`src/rtl/life_step_scheduler.sv`:
```
// Paces Game-of-Life generations: issues a one-cycle enable per frame
// interval in RUNNING, or a single enable on request while paused.
//
// Ports:
//   clock          : system clock, all logic on posedge
//   reset_n        : synchronous active-low reset
//   frame_tick     : one-cycle pulse at start of vertical blank
//   run_toggle     : one-cycle pulse, toggles run/pause
//   step           : one-cycle pulse, requests one generation while paused
//   speed[2:0]     : one generation every 2^speed frames
//   pointer_select : high while a cell is being edited; blocks firing
//   enable         : registered one-cycle advance pulse
//   running        : high while in RUNNING
//   generation     : count of enable pulses issued (wraps)
module life_step_scheduler #(
  parameter bit AUTO_RUN  = 1'b0,
  parameter int GEN_WIDTH = 16
) (
  input  logic                 clock,
  input  logic                 reset_n,
  input  logic                 frame_tick,
  input  logic                 run_toggle,
  input  logic                 step,
  input  logic [2:0]           speed,
  input  logic                 pointer_select,
  output logic                 enable,
  output logic                 running,
  output logic [GEN_WIDTH-1:0] generation
);

  typedef enum logic [1:0] {
    PAUSED     = 2'd0,
    RUNNING    = 2'd1,
    STEP_ARMED = 2'd2
  } state_e;

  localparam state_e RST_STATE = AUTO_RUN ? RUNNING : PAUSED;

  state_e               state_q, state_d;
  logic [7:0]           fcnt_q, fcnt_d;
  logic                 enable_q, enable_d;
  logic                 running_q, running_d;
  logic [GEN_WIDTH-1:0] gen_q, gen_d;
  logic [7:0]           term;
  logic                 tick_ok;

  // Terminal count (2^speed)-1 taken from speed as it stands this cycle.
  assign term    = ~(8'hFF << speed);
  assign tick_ok = frame_tick & ~pointer_select;

  always_comb begin
    state_d  = state_q;
    fcnt_d   = fcnt_q;
    enable_d = 1'b0;
    if (run_toggle) begin
      // Toggle wins over step and over any fire in this cycle.
      state_d = (state_q == RUNNING) ? PAUSED : RUNNING;
      fcnt_d  = 8'd0;
    end else begin
      unique case (state_q)
        PAUSED: begin
          if (step) begin
            state_d = STEP_ARMED;
          end
        end
        RUNNING: begin
          if (tick_ok) begin
            // >= also catches speed lowered below the current count.
            if (fcnt_q >= term) begin
              enable_d = 1'b1;
              fcnt_d   = 8'd0;
            end else begin
              fcnt_d = fcnt_q + 8'd1;
            end
          end
        end
        STEP_ARMED: begin
          if (tick_ok) begin
            enable_d = 1'b1;
            state_d  = PAUSED;
          end
        end
        default: begin
          state_d = RST_STATE;
          fcnt_d  = 8'd0;
        end
      endcase
    end
    running_d = (state_d == RUNNING);
    gen_d     = enable_d ? gen_q + GEN_WIDTH'(1) : gen_q;
  end

  always_ff @(posedge clock) begin
    if (!reset_n) begin
      state_q   <= RST_STATE;
      fcnt_q    <= 8'd0;
      enable_q  <= 1'b0;
      running_q <= AUTO_RUN;
      gen_q     <= '0;
    end else begin
      state_q   <= state_d;
      fcnt_q    <= fcnt_d;
      enable_q  <= enable_d;
      running_q <= running_d;
      gen_q     <= gen_d;
    end
  end

  assign enable     = enable_q;
  assign running    = running_q;
  assign generation = gen_q;

endmodule

```
`config.mk`:
```
export PLATFORM = sky130hd
export DESIGN_NAME = life_step_scheduler
export DESIGN_NICKNAME = d
export VERILOG_FILES = /design/src/rtl/life_step_scheduler.sv
export SDC_FILE = /design/constraint.sdc
export NUM_CORES = 1
export LEC_CHECK = 0
export CAP_MARGIN = 20
export CORE_UTILIZATION = 39
export CTS_CLUSTER_DIAMETER = 100
export DETAILED_ROUTE_END_ITERATION = 8
export GPL_TIMING_DRIVEN = 1
export PLACE_DENSITY = 0.63
export RECOVER_POWER = 25
export SKIP_LAST_GASP = 1
export SLEW_MARGIN = 30
export SYNTH_ARGS = -nofsm -noshare
export SYNTH_HDL_FRONTEND = slang
export SYNTH_SLANG_ARGS = --single-unit
```
`constraint.sdc`:
```
create_clock -name clock -period 3.8 [get_ports clock]
set_clock_uncertainty 0.15 [all_clocks]
set_input_delay 0.76 -clock clock [delete_from_list [all_inputs] [get_ports clock]]
set_output_delay 0.76 -clock clock [all_outputs]
set_load 0.01 [all_outputs]
```
==> results.md, run 1 <==
- Insertion delay of the later-clocked pin in the worst-skew pair: 0.27 ns
- Worst hold path type: reg2reg
- Post-layout instance count excluding filler cells: around 250
- Fin crit period: 3.29 ns
- Cell Area, Synth: 1560 µm²
- Sum of internal, switching and leakage power: 0.544 mW
- Total global routing track utilization: 0.184
- Maximum number of pins on one net before global-route repair: 27
- Startpoint type of the worst setup path: input pin
- Root Buffer: sky130_fd_sc_hd__clkbuf_8
- Result of the run: finished clean
- Final number of setup-violating endpoints: 0
- Final global-route overflow total: 0
- HPWL after detailed placement: approximately 2600 µm
- Maximum fanout encountered on the critical timing path: 8
- CTS max path bufs: 2
- Reg clk slew, reported paths: 0.09 ns
- Sinks on Clock Net: 28
- Hold-fix buffers, CTS: 0
- Hold_ws: around 0.35 ns
- Number of nets in the synthesized netlist: 195
- Final Net Count: 222
- Area grow syn2layout: 23.5%
- Accumulated negative setup slack: 0 ns
- Setup repair after global routing missed its margin: false
- Max Cap Viol: 0
- Starting utilization of the core area: 0.416
- Final max-slew violation count: 0
- Filler Cells Inserted: 376
- Final design utilization: 0.513
- Starting DRC count in detailed routing: 42
- Distinct cells, synth: 39
- Worst Setup End Kind: flop
- Final weighted congestion in routability-driven placement: 0.801
- Total I/O pin count: 27
- Number of core rows: 22
- Most frequently used flop master after synthesis: sky130_fd_sc_hd__dfxtp_1
- TritonCTS buffer count: 3
- Final number of hold-violating endpoints: 0
- Initial antenna violation count: 0
- Number of cells upsized or downsized after cts: 0
- Core Footprint: 3740 µm²
- Via count: 1398
- # H-tree levels: 1
- Maximum clock rate: 0.304 GHz
- Post-Route WL: 3510 µm
- Sequential share of the synthesized area: 0.360
- Gate count after technology mapping: 173
- Least-Margin Pin Slew: 0.563 ns
- Number of global-route vias before repair: 1386
- Number of diodes: 0
- Required arrival time at the worst endpoint: 3.85 ns
- Tightest slew margin relative to the limit: 0.624
- Crit share post-route: 0.866
- Buffers inserted by post-CTS timing repair: 0
- Die X-Extent: 65.2 µm
- Peak supply drop: 0.259 mV
- Reported leakage power: 0.699 nW
- Critical path type: in2reg
- Power density over cell area: between 200 and 300 nW/µm²
- Number of cells in the design after placement: between 200 and 250
- Total die area: around 4200 µm²
- Router iterations before antenna repair: 4
- Flip-flop and latch count after synthesis: 28
- Antenna Violating Nets Remaining: 0
- Clock tree from TritonCTS: yes
- Endpoint arrival time on the critical path: 3.34 ns
- Height of the die: between 60 and 70 µm
- DR vias/cell: 5.66
- Post-synthesis area per instance: ~9.0 µm²
- Synth async-reset ratio: 0
- Post-synth EDFFs: 0
- DR DRC count: 0
- Warnings, synthesis: 0
- Share of layout cells above drive strength 1: 0.0553
- Wire length of the first global-routing pass: 6070 µm
- Port Buffers: 26
- Avg WL per Cell: 14.2 µm
==> worst max-delay path: stages <==
cell and delay (ns):
sky130_fd_sc_hd__clkdlybuf4s50_1 0.48, sky130_fd_sc_hd__or3_1 0.37, sky130_fd_sc_hd__ha_1 0.27, sky130_fd_sc_hd__nand2b_1 0.15, sky130_fd_sc_hd__a2111oi_2 0.51, sky130_fd_sc_hd__o311ai_0 0.20, sky130_fd_sc_hd__a211o_1 0.44, sky130_fd_sc_hd__a21oi_1 0.17
==> stage by stage <==
step	cell area, µm²	worst slack [ns]
finish	1920	0.510
global route	1920	0.368
CTS	1920	0.519
detailed placement	1870	0.223
global placement	1870	0.312
floorplan	1560	0.684
==> layout by cell type, fill, tap and decap left out, types with 2 or more instances in the layout <==
master / Yosys / final
sky130_fd_sc_hd__dfxtp_1: 28 / 28
sky130_fd_sc_hd__clkdlybuf4s50_1: 0 / 17
sky130_fd_sc_hd__nand3_1: 13 / 13
sky130_fd_sc_hd__nor2_1: 13 / 13
sky130_fd_sc_hd__ha_1: 13 / 13
sky130_fd_sc_hd__a21oi_1: 12 / 12
sky130_fd_sc_hd__dlygate4sd3_1: 0 / 9
sky130_fd_sc_hd__o31ai_1: 8 / 8
sky130_fd_sc_hd__or4_1: 8 / 8
sky130_fd_sc_hd__inv_1: 7 / 7
sky130_fd_sc_hd__nand2_1: 7 / 7
sky130_fd_sc_hd__nand4_1: 5 / 5
sky130_fd_sc_hd__xor2_1: 5 / 5
sky130_fd_sc_hd__o21ai_0: 4 / 4
sky130_fd_sc_hd__nand2b_1: 4 / 4
sky130_fd_sc_hd__o21a_1: 4 / 4
sky130_fd_sc_hd__xnor2_1: 4 / 4
sky130_fd_sc_hd__clkbuf_8: 0 / 4
sky130_fd_sc_hd__or3_1: 3 / 3
sky130_fd_sc_hd__nor4_1: 3 / 3
sky130_fd_sc_hd__nor3_1: 3 / 3
sky130_fd_sc_hd__mux2i_1: 3 / 3
sky130_fd_sc_hd__a211oi_1: 2 / 2
sky130_fd_sc_hd__o311ai_0: 2 / 2
sky130_fd_sc_hd__and2_1: 3 / 2
==> synthesized netlist by cell type (2+ instances only) <==
cell | instances | area, µm²
sky130_fd_sc_hd__xnor2_1 | 4 | 35.0
sky130_fd_sc_hd__nand2_1 | 7 | 26.3
sky130_fd_sc_hd__xor2_1 | 5 | 43.8
sky130_fd_sc_hd__nor4_1 | 3 | 18.8
sky130_fd_sc_hd__o21a_1 | 4 | 30.0
sky130_fd_sc_hd__nand4_1 | 5 | 31.3
sky130_fd_sc_hd__nor3_1 | 3 | 15.0
sky130_fd_sc_hd__a21oi_1 | 12 | 60.1
sky130_fd_sc_hd__clkbuf_1 | 3 | 11.3
sky130_fd_sc_hd__or3_1 | 3 | 18.8
sky130_fd_sc_hd__nand2b_1 | 4 | 25.0
sky130_fd_sc_hd__mux2i_1 | 3 | 30.0
sky130_fd_sc_hd__inv_1 | 7 | 26.3
sky130_fd_sc_hd__or4_1 | 8 | 60.1
sky130_fd_sc_hd__dfxtp_1 | 28 | 561
sky130_fd_sc_hd__and2_1 | 3 | 18.8
sky130_fd_sc_hd__o21ai_0 | 4 | 20.0
sky130_fd_sc_hd__nor2_1 | 13 | 48.8
sky130_fd_sc_hd__a211oi_1 | 2 | 15.0
sky130_fd_sc_hd__ha_1 | 13 | 163
sky130_fd_sc_hd__o311ai_0 | 2 | 17.5
sky130_fd_sc_hd__nand3_1 | 13 | 65.1
sky130_fd_sc_hd__o31ai_1 | 8 | 60.1
==> final timing paths <==
kind / start / end / slack (ns) / cells past startpoint
setup / recovery: speed[1] / fcnt_q[6] / 0.51 / 8
hold / removal: generation[15] / generation[15] / 0.35 / 2
setup reg to reg: state_q[1] / generation[5] / 1.26 / 9
hold reg to reg: generation[15] / generation[15] / 0.35 / 2
==> flip-flops by register name, indices dropped and copies added (netlist names) <==
register / count
state_q: 2
generation: 16
running: 1
enable: 1
fcnt_q: 8
==> power breakdown <==
| group | internal [mW] | total, mW | switching (mW) |
|---|---|---|---|
| sequential | 0.297 | 0.301 | 0.00358 |
| combinational | 0.0272 | 0.0597 | 0.0325 |
| clock | 0.0927 | 0.184 | 0.0913 |
| total | 0.417 | 0.544 | 0.127 |
==> routing by layer <==
metal / GRT usage / up-vias / part of all wire
met1: 0.229 / 674 / 0.45
met5: 0 / - / 0
met4: 0.0625 / 0 / 0.0097
met3: 0.0417 / 4 / 0.034
li1: - / 701 / -
met2: 0.312 / 19 / 0.51
==> kinds of logic (layout without fill, tap and decap cells) <==
logic type                 count (synthesis)  in the layout  synth area share
and+or+nand+nor                           68             68             0.251
AOI/OAI and AO/OA                         40             40             0.178
DFF                                       28             28             0.360
adders and majority gates                 13             13             0.105
buffers and inverters                     12             38            0.0362
xor gates and xnor gates                   9              9            0.0506
muxes                                      3              3            0.0193
==> final cells by class <==
| class | count | area, µm² | area share |
|---|---|---|---|
| clock buffer | 4 | 55.1 | 0.0286 |
| inverter | 7 | 26.3 | 0.0137 |
| multi-input combinational | 133 | 940 | 0.489 |
| sequential | 28 | 561 | 0.292 |
| tap | 48 | 60.1 | 0.0313 |
| timing repair buffer | 27 | 280 | 0.146 |
No activity file was read; power rests on OpenSTA's default activity.
==> inputs of run 2 (changes only) <==
--- a/config.mk
+++ b/config.mk
@@ -6,11 +6,11 @@
 export NUM_CORES = 1
 export LEC_CHECK = 0
 export CAP_MARGIN = 20
-export CORE_UTILIZATION = 39
+export CORE_UTILIZATION = 35
 export CTS_CLUSTER_DIAMETER = 100
 export DETAILED_ROUTE_END_ITERATION = 8
 export GPL_TIMING_DRIVEN = 1
-export PLACE_DENSITY = 0.63
+export PLACE_DENSITY = 0.58
 export RECOVER_POWER = 25
 export SKIP_LAST_GASP = 1
 export SLEW_MARGIN = 30
==> results.md, run 2 (synthesis results as in run 1) <==
- Result of the run: finished clean
- Final global-route overflow total: 0 (unchanged)
- Largest delay share family, worst path: compound AO/OA/AOI/OAI gates
- Maximum number of pins on one net before global-route repair: 27 (unchanged)
- DR vias/cell: 5.45 (-3.7%)
- Clk network pwr share: 0.300 (-0.038)
- Switching share of power: 0.234 (+0.000519)
- Number of cells in the design after placement: 246 (+1.2%)
- Final number of setup-violating endpoints: 0 (unchanged)
- Buffers inserted by post-CTS timing repair: 0 (unchanged)
- Worst reg2reg startpoint: state_q[1]
- Startpoint type of the worst setup path: input pin
- Wire length of the first global-routing pass: 5320 µm (-12%)
- Final non-filler cell area: 1920 µm² (-0.20%)
- TritonCTS buffer count: 3 (unchanged)
- Max Cap Viol: 0 (unchanged)
- Number of diodes: 0 (unchanged)
- Leading cell types in the layout, fill and taps excluded: sky130_fd_sc_hd__dfxtp_1, sky130_fd_sc_hd__clkdlybuf4s50_1, sky130_fd_sc_hd__nand3_1, sky130_fd_sc_hd__nor2_1, sky130_fd_sc_hd__ha_1
- Antenna Violating Nets Remaining: 0 (unchanged)
- DR DRC count: 0 (unchanged)
- Endpoint arrival time on the critical path: 3.38 ns (+0.04 ns)
- CTS max path bufs: 2 (unchanged)
- Delay of the slowest cell on the worst path: 0.52 ns (about the same)
- Launch point of the critical path: speed[1]
- Crit share post-route: 0.876 (+0.0101)
- Area grow syn2layout: 23.2%
- Port Buffers: 26 (unchanged)
- Power dissipated by switching net loads: 0.121 mW (-4.8%)
- Number of stages on the worst hold path: 2 (unchanged)
- Worst reg2reg path endpoint: generation[11]
- HPWL after detailed placement: 2470 µm (-6.1%)
- Total buffers and inverters traversed by the critical path: 1 (unchanged)
- Hold_ws: 0.329 ns (-0.0162 ns)
- Pre-CTS WS: 0.192 ns (-0.0311 ns)
- Post-placement cell area: 1880 µm² (+0.54%)
- Total global routing track utilization: 0.150 (-0.0340)
- Clock tree from TritonCTS: yes
- Starting DRC count in detailed routing: 68 (+62%)
- # H-tree levels: 1 (unchanged)
- Stages on worst setup path: 8 (unchanged)
- Via count: 1357 (-2.9%)
- Insertion delay of the later-clocked pin in the worst-skew pair: 0.26 ns (about the same)
- Number of global-route vias before repair: 1200 (-13%)
- Final number of hold-violating endpoints: 0 (unchanged)
- Final weighted congestion in routability-driven placement: 0.773 (-3.5%)
- Worst Setup End Kind: flop
- Die X-Extent: 68.7 µm (+5.4%)
- Relative contribution of combinational cells to total power: 0.118 (+0.008)
- Final design utilization: 0.463 (-0.0505)
- Maximum clock rate: 0.300 GHz (-1.2%)
- Total die area: 4720 µm² (+11%)
- Accumulated negative setup slack: 0 ns (unchanged)
- Number of cells upsized or downsized after cts: 0 (unchanged)
- Final Net Count: 223 (+0.45%)
- Sum of internal, switching and leakage power: 0.517 mW (-5.0%)
- Router iterations before antenna repair: 4 (unchanged)
- Internal cell power: 0.396 mW (-5.1%)
- Cells along the critical path: clkdlybuf4s50_1 -> or3_1 -> ha_1 -> nand2b_1 -> a2111oi_2 -> o311ai_0 -> a211o_1 -> a21oi_1
- Maximum fanout encountered on the critical timing path: 8 (unchanged)
- Reg clk slew, reported paths: 0.09 ns (about the same)
- Core Footprint: 4140 µm² (+11%)
- Portion of total power attributed to sequential cells: 0.582 (+0.030)
- Required arrival time at the worst endpoint: 3.85 ns (about the same)
- Hold-fix buffers, CTS: 0 (unchanged)
- Worst hold path type: reg2reg
- Share of layout cells above drive strength 1: 0.0553 (unchanged)
- Total I/O pin count: 27 (unchanged)
- Critical path type: in2reg
- Critical path destination: fcnt_q[5]
- Critical Path Slowest Stage Cell: sky130_fd_sc_hd__a2111oi_2
- Avg WL per Cell: 13.0 µm (-8.3%)
- Initial antenna violation count: 0 (unchanged)
- Worst reg-to-reg path cell count: 9 (unchanged)
- Setup repair after global routing missed its margin: false
- Peak supply drop: 0.116 mV (-55%)
- Final max-slew violation count: 0 (unchanged)
- FF-to-FF setup slack: 1.30 ns (+0.04 ns)
- Power density over cell area: 270 nW/µm² (-4.8%)
- Post-layout instance count excluding filler cells: 249 (+0.81%)
- Final WS setup: 0.471 ns (-0.0385 ns)
- Largest register FFs: 16 (unchanged)
- Starting utilization of the core area: 0.376 (-0.0402)
- Post-Route WL: 3250 µm (-7.5%)
- Number of core rows: 23 (+4.5%)
- Sinks on Clock Net: 28 (unchanged)
- Root Buffer: sky130_fd_sc_hd__clkbuf_8
- Tightest slew margin relative to the limit: 0.627 (+0.00289)
- Reported leakage power: 0.697 nW (-0.34%)
- Most frequent standard cell in the layout excluding fill and tap cells: sky130_fd_sc_hd__dfxtp_1
- Height of the die: 68.7 µm (+5.4%)
- Least-Margin Pin Slew: 0.558 ns (-0.00432 ns)
- Fin crit period: 3.33 ns (+0.0385 ns)
## run 2: worst min-delay path by stage
stage / startpoint / end / slack, ns
after floorplan: fcnt_q[6] / fcnt_q[6] / 0.33
after global routing: generation[15] / generation[15] / 0.35
after CTS: generation[15] / generation[15] / 0.34
after detailed placement: generation[15] / generation[15] / 0.33
after global placement: generation[15] / generation[15] / 0.30
final: generation[15] / generation[15] / 0.33
## run 2: cell type report
cell class	instances	area, µm²
Multi-Input combinational cell	133	940
Inverter	7	26.3
Fill cell	408	2230
Sequential cell	28	561
Tap cell	50	62.6
Clock buffer	3	41.3
Timing Repair Buffer	28	288
## run 2: metal layers
| metal | wire length, µm | vias to the layer above | GRT usage |
|---|---|---|---|
| met5 | 0 | - | 0 |
| met4 | 40 | 0 | 0.0521 |
| met3 | 110 | 4 | 0.0263 |
| met2 | 1590 | 24 | 0.261 |
| met1 | 1500 | 631 | 0.185 |
| li1 | - | 698 | - |
## run 2: worst register-to-register path, delay by kind of cell, from the launching register on
| family | cells | cell delay [ns] |
|---|---|---|
| flip-flops | 1 | 0.40 |
| buffers and inverters | 2 | 0.25 |
| AND/OR/NAND/NOR | 5 | 1.23 |
| adder cells (fa/ha/maj) | 1 | 0.27 |
| AO/OA/AOI/OAI | 1 | 0.14 |
## run 2: power by group through the flow
stage	Clock, mW	Sequential [mW]	Combinational [mW]
floorplan	0	0.307	0.0379
global placement	0	0.308	0.0599
detailed placement	0	0.308	0.0625
CTS	0.163	0.301	0.0627
global route	0.179	0.302	0.0684
finish	0.155	0.301	0.0611
